--- config.mk ---
export PLATFORM = sky130hd
export DESIGN_NAME = ucsbece154b_dmem_arbiter
export DESIGN_NICKNAME = d
export VERILOG_FILES = /design/src/rtl/ucsbece154b_dmem_arbiter.sv
export SDC_FILE = /design/constraint.sdc
export NUM_CORES = 1
export LEC_CHECK = 0
export ABC_AREA = 1
export CORE_AREA = 3 3 115 117
export DETAILED_ROUTE_END_ITERATION = 8
export DIE_AREA = 0 0 118 120
export GPL_ROUTABILITY_DRIVEN = 0
export PLACE_DENSITY = 0.59
export SLEW_MARGIN = 20
export SYNTH_ARGS = -nofsm -noshare
export SYNTH_HDL_FRONTEND = slang
export SYNTH_SLANG_ARGS = --single-unit
--- constraint.sdc ---
create_clock -name clk -period 1.6 [get_ports clk]
set_input_delay 0.16 -clock clk [delete_from_list [all_inputs] [get_ports clk]]
set_output_delay 0.16 -clock clk [all_outputs]
set_load 0.02 [all_outputs]
--- src/rtl/ucsbece154b_dmem_arbiter.sv ---
// Data-memory arbiter: round-robin between the core (C) and loader (D) ports,
// with a bounded locked-burst mode that lets D hold the memory while C waits.
module ucsbece154b_dmem_arbiter #(
    parameter int AW        = 32,
    parameter int DW        = 32,
    parameter int MAX_BURST = 8
) (
    input  logic          clk,
    input  logic          reset,
    input  logic          c_valid_i,
    input  logic          c_we_i,
    input  logic [AW-1:0] c_addr_i,
    input  logic [DW-1:0] c_wd_i,
    output logic          c_ready_o,
    output logic [DW-1:0] c_rd_o,
    input  logic          d_valid_i,
    input  logic          d_we_i,
    input  logic [AW-1:0] d_addr_i,
    input  logic [DW-1:0] d_wd_i,
    input  logic          d_lock_i,
    output logic          d_ready_o,
    output logic [DW-1:0] d_rd_o,
    output logic          mem_we_o,
    output logic [AW-1:0] mem_a_o,
    output logic [DW-1:0] mem_wd_o,
    input  logic [DW-1:0] mem_rd_i,
    output logic [1:0]    owner_o
);

    typedef enum logic [1:0] {IDLE, LAST_C, LAST_D, D_BURST} state_t;

    localparam logic [7:0] MAXB = 8'(MAX_BURST);

    state_t     state_q, state_d;
    logic [7:0] bcnt_q, bcnt_d;
    logic       grant_c, grant_d;
    logic       burst_hold;

    always_ff @(posedge clk or negedge reset) begin
        if (!reset) begin
            state_q <= IDLE;
            bcnt_q  <= 8'd0;
        end else begin
            state_q <= state_d;
            bcnt_q  <= bcnt_d;
        end
    end

    always_comb begin
        grant_c    = 1'b0;
        grant_d    = 1'b0;
        state_d    = state_q;
        bcnt_d     = bcnt_q;
        burst_hold = (state_q == D_BURST) && d_valid_i && d_lock_i && (bcnt_q < MAXB);

        if (!reset) begin
            grant_c = 1'b0;
            grant_d = 1'b0;
        end else if (burst_hold) begin
            grant_d = 1'b0 | 1'b1;
            if (c_valid_i) bcnt_d = 8'(bcnt_q + 8'd1);
        end else begin
            // Leaving D_BURST falls back to LAST_D priority in the same cycle.
            if (c_valid_i && d_valid_i) begin
                grant_c = (state_q != LAST_C);
                grant_d = (state_q == LAST_C);
            end else begin
                grant_c = c_valid_i;
                grant_d = d_valid_i;
            end

            if (grant_c) begin
                state_d = LAST_C;
                bcnt_d  = 8'd0;
            end else if (grant_d) begin
                if (d_lock_i) begin
                    // The opening grant only counts if C is already waiting.
                    state_d = D_BURST;
                    bcnt_d  = {7'd0, c_valid_i};
                end else begin
                    state_d = LAST_D;
                    bcnt_d  = 8'd0;
                end
            end else if (state_q == D_BURST) begin
                state_d = LAST_D;
                bcnt_d  = 8'd0;
            end
        end
    end

    always_comb begin
        c_ready_o = grant_c;
        d_ready_o = grant_d;
        c_rd_o    = grant_c ? mem_rd_i : '0;
        d_rd_o    = grant_d ? mem_rd_i : '0;
        owner_o   = {grant_d, grant_c};
        mem_we_o  = 1'b0;
        mem_a_o   = '0;
        mem_wd_o  = '0;
        if (grant_c) begin
            mem_we_o = c_we_i;
            mem_a_o  = c_addr_i;
            mem_wd_o = c_wd_i;
        end else if (grant_d) begin
            mem_we_o = d_we_i;
            mem_a_o  = d_addr_i;
            mem_wd_o = d_wd_i;
        end
    end

endmodule

==> metrics.md <==
| Metric | Value |
|---|---|
| Period minus WS final | `1.988 ns` |
| Clk_lat worst skew | `0.24 ns` |
| TritonRoute pass-1 iters | `4` |
| Detailed Place HPWL | `10050 um` |
| Largest family of logic cells by synthesized area | `simple AND/OR/NAND/NOR gates` |
| R2R setup slack | `0.07 ns` |
| Min setup slack post-route | `-0.3880 ns` |
| Synth top area cells | `nand2_1, nand3_1, nor2_1, dfrtp_1, inv_1` |
| R2r worst-path depth | `8` |
| CP endpoint kind | `primary output` |
| Final period utilization | `124.2%` |
| Post-synth cell types | `22` |
| TritonCTS buffer count | `3` |
| Mapped Cells | `404` |
| Max Cap Viol | `0` |
| Grt ovf | `0` |
| Vias in the first global route | `3527` |
| Storage cell area | `250.2 sq um` |
| Mapped Nets | `572` |
| Fin. max-slew vios | `0` |
| First-pass GRT wire length | `18260 um` |
| Share of cells above drive strength 1 | `31.64%` |
| XOR/XNOR share of the synthesized area | `0.8946%` |
| Seq/Total Area, Yosys | `12.78%` |
| CTS tree | `built` |
| CP peak stage delay | `0.38 ns` |
| CP Launch Type | `flip-flop` |
| H-tree levels | `1` |
| Failing checks | `negative setup slack` |
| RSZ-0062 raised after global routing | `true` |
| Reg2reg start | `state_q[1]$_DFFE_PN0P_` |
| Worst setup endpoint | `d_rd_o[17]` |
| WL final | `13260 um` |
| Fraction of the mapped netlist area in adder cells | `0.6390%` |
| I/O pins | `300` |
| CTS Root Cell | `clkbuf_16` |
| Crit path max fanout | `16` |
| Vias per cell | `4.207` |
| DRC viols | `0` |
| Die area | `14160 sq um` |
| Wire per inst | `14.75 um` |
| Max Clk Rate | `503.0 MHz` |
| Footprint of the multi-input gates | `1508 sq um` |
| CP delay by family, top | `simple AND/OR/NAND/NOR gates` |
| Crit-path cells | `nand2_1 -> nor2_2 -> nand3_2 -> nand2_8 -> nand2_4 -> clkbuf_16 -> nor2_1 -> buf_4` |
| 1st-iter DRT viols | `205` |
| PortBufs | `299` |
| Worst-path clk slew | `0.04 ns` |
| CP startpoint | `state_q[1]$_DFFE_PN0P_` |
| Min-delay worst type | `in2async` |
| Hold Slack | `0.1218 ns` |
| Ant diodes | `0` |
| Seq cells post-synth | `10` |
| Setup WS pre-CTS | `-0.7294 ns` |
| Run status | `finished with violations` |
| Layout filler cell count | `1322` |
| # nets final | `896` |
| Setup CP Type | `reg2out` |
| Area fraction in compound gates after synthesis | `1.853%` |
| Fin util | `44.46%` |
| WP depth | `8` |
| Starting density of the core | `15.71%` |
| Initial antenna violation count | `0` |
| Peak supply drop | `0.3235 mV` |
| LEAKAGE | `2.914 nW` |
| Commonest non-fill, non-tap cell in the layout | `clkdlybuf4s50_1` |
| Tot GR Track Use | `15.59%` |
| Fin. Hold Viols | `0` |
| Yosys warns | `0` |
| PwrDens | `494.7 nW/um^2` |
| Largest net degree at the start of global routing | `42` |
| Most frequent cells in the layout | `clkdlybuf4s50_1, nand2_1, buf_4, nor2_1, nand3_1` |
| Worst-Margin Slew | `0.2587 ns` |
| Antenna-violating nets left | `0` |
| Syn_area_per_cell | `4.847 sq um` |
| Reg-to-reg critical path endpoint | `state_q[0]$_DFFE_PN0P_` |
| Max-slew headroom | `82.75%` |
| Rows | `41` |
| Critical Path AT | `1.83 ns` |
| CTS Sinks | `10` |
| Synthesized area | `1958 sq um` |
| Design Area, Final | `5543 sq um` |
| Die height | `120 um` |
| Worst EP required | `1.44 ns` |
| Core ar. | `12470 sq um` |
| Synth-to-Final Area Change | `183.1%` |
| Multiplexer share of the synthesized area | `0%` |
| Clock buffer depth | `2` |
| Buffers & Inverters on Critical Path | `2` |
| Worst clock skew | `0.0005209 ns` |
| Routed vias | `3782` |
| Area leader, netlist | `nand2_1` |
| Die Wd | `118 um` |
| # setup viols final | `133` |
| Crit-path slowest cell | `dfrtp_1` |
| Simple-gate share of the synthesized area | `64.79%` |
| Synth top area share | `28.95%` |
| Placed cell area | `5345 sq um` |
==> stage by stage <==
| stage | std cells | power, mW | setup TNS (ns) |
|---|---|---|---|
| after floorplan | 404 | 1.046 | 0 |
| after global placement | 881 | 2.112 | -87.11 |
| after detailed placement | 881 | 2.124 | -87.71 |
| after CTS | 888 | 2.562 | -37.22 |
| after global routing | 899 | 2.897 | -57.79 |
| final | 899 | 2.742 | -43.75 |
==> worst min-delay path by stage <==
stage	to	from	slack [ns]
3_5_place_dp	state_q[0]$_DFFE_PN0P_	reset	0.16
4_1_cts	bcnt_q[6]$_DFFE_PN0P_	reset	0.12
6_report	bcnt_q[4]$_DFFE_PN0P_	reset	0.12
3_3_place_gp	state_q[1]$_DFFE_PN0P_	reset	0.15
2_1_floorplan	bcnt_q[0]$_DFFE_PN0P_	reset	-0.14
5_1_grt	bcnt_q[5]$_DFFE_PN0P_	reset	0.16
==> power breakdown <==
part	leakage, nW	internal [mW]	switching (mW)	total, mW
logic	2.73	0.999	0.967	1.97
clock network	0.0442	0.376	0.122	0.498
registers	0.136	0.267	0.0114	0.278
==> tightest hold or removal path, delay by kind of cell <==
family	cells	cell delay [ns]
buffers and inverters	3	0.53
==> synthesized netlist by cell type <==
| master | instances |
|---|---|
| nand2_1 | 151 |
| nor2_1 | 80 |
| nand3_1 | 75 |
| inv_1 | 43 |
| buf_2 | 10 |
| dfrtp_1 | 10 |
| buf_4 | 8 |
| buf_6 | 6 |
| clkbuf_1 | 6 |
| inv_2 | 2 |
| o21ai_0 | 2 |
| a21boi_1 | 1 |
| a21oi_1 | 1 |
| a21oi_2 | 1 |
| buf_1 | 1 |
| ha_1 | 1 |
| nand3_2 | 1 |
| nand4_1 | 1 |
| nor3_2 | 1 |
| o21ai_1 | 1 |
| xnor2_1 | 1 |
| xor2_1 | 1 |
==> sequential cells by signal (all words and copies together) (netlist names) <==
signal,flops
bcnt_q,8
state_q,2
==> cells by family (layout without fill, tap and decap cells) <==
group | after synthesis | in the layout
fa+ha+maj | 1 | 1
simple gates | 309 | 309
compound gates | 6 | 6
flops | 10 | 10
buf+inv | 76 | 399
xor+xnor | 2 | 2
==> timing repair <==
action	4_1_cts	5_1_grt
gates cloned	0	7
hold buffers	1	0
pin swaps	8	10
endpoints found under the setup margin	133	138
buffers inserted	2	5
gates resized for setup	503	197
endpoints found under the hold margin	2	0
==> area by class of cell <==
| type | instances | share of cell area, % |
|---|---|---|
| clock buffers | 4 | 1.603 |
| inverters | 45 | 3.138 |
| multi-input cells | 318 | 27.20 |
| flip-flops and latches | 10 | 4.515 |
| well taps | 172 | 3.883 |
| repair buffers | 350 | 59.66 |
==> layer usage <==
metal  up-vias  share of wire (%)  GRT usage [%]
met3        14                7.5          4.006
met4         0                1.3          2.711
met1      1705                 38          17.34
met5         -                  0              0
met2       190                 53          30.08
li1       1873                  -              -
(Power assumes the default switching activity.)
==> RTL change, RTL diff (same flow settings) <==
`DW`: 32 -> 16.
--- a/src/rtl/ucsbece154b_dmem_arbiter.sv
+++ b/src/rtl/ucsbece154b_dmem_arbiter.sv
@@ -2,7 +2,7 @@
 // with a bounded locked-burst mode that lets D hold the memory while C waits.
 module ucsbece154b_dmem_arbiter #(
     parameter int AW        = 32,
-    parameter int DW        = 32,
+    parameter int DW        = 16,
     parameter int MAX_BURST = 8
 ) (
     input  logic          clk,
Interface: changed (6 resized); port bits go from 300 to 204. The function was not compared with the original's and may differ.
==> RTL change against the unedited design <==
The flow still finishes with violations (setup timing). Area after synthesis fell by 23%. Register-to-register slack improved by 0.08 ns. Die area did not move. Worst setup slack got worse by 0.063 ns. Routed wire length fell by 26%. Total power fell by 15%. Cell area fell by 16%. Sequential cell count did not move. Highest routed layer unchanged.
==> RTL change: results (changes against the unedited design) <==
- DRT Wirelength: 9.838 mm (-26%)
- Final std cells w/o fill: 713 (-21%)
- Non-clock inverters: 32 (-29%)
- Pwr Total: 0.002341 W (-15%)
- Register area share after synthesis: 16.50% (+3.7 points)
- Final setup violation count: 85 (-36%)
- Share of cells above drive strength 1: 37.52% (+5.9 points)
- # port buffers: 203 (-32%)
- Slew @ Worst Pin: 0.3258 ns (+0.06710 ns)
- Post-DP Area: 0.003861 sq mm (-28%)
- Cell depth of the worst flop-to-flop path: 9 (+1)
- Global-route wire length before repair: 14.14 mm (-23%)
- Met3 routed WL: 515 microns (-48%)
- Combinational power: 0.00156 W (-21%)
- Status: finished, violations left
- Violated checks: setup timing
- Worst setup margin: -0.4510 ns (-0.06300 ns)
- Count of multi-input gates: 239 (-25%)
- Crit path max fanout: 5 (-11)
- M1 WL: 3.760 mm (-26%)
- Syn nets: 419 (-27%)
- Dpl cells: 677 (-23%)
- Grt met3 use: 2.356% (-1.6 points)
- Met2 GRT Util: 24.07% (-6.0 points)
- Cells after Synth: 299 (-26%)
- PwrDens: 500.1 mW/mm^2 (+1.1%)
## RTL change: cell types whose count changed after synthesis, moves of 2 or more
| cell | delta |
|---|---|
| nand2_1 | -28 |
| buf_2 | +2 |
| buf_6 | -3 |
| clkbuf_1 | -3 |
| inv_1 | -12 |
| nand3_1 | -14 |
| buf_4 | -6 |
| nor2_1 | -38 |
## RTL change: logic make-up after synthesis
logic type	count (synthesis)	synth area share, %
compound gates	4	2.063
fa+ha+maj	1	0.8250
flops	10	16.50
xor+xnor	2	1.155
buf+inv	52	15.84
simple gates	230	63.61
## RTL change: worst paths after layout
path	start	endpoint	slack, ns
max in group asynchronous	reset	bcnt_q[6]	0.67
min in group clk	bcnt_q[1]	bcnt_q[1]	0.52
max reg2reg	state_q[1]	bcnt_q[3]	0.15
min reg2reg	bcnt_q[1]	bcnt_q[1]	0.52
min	reset	bcnt_q[0]	0.33
max	state_q[1]	d_rd_o[1]	-0.45
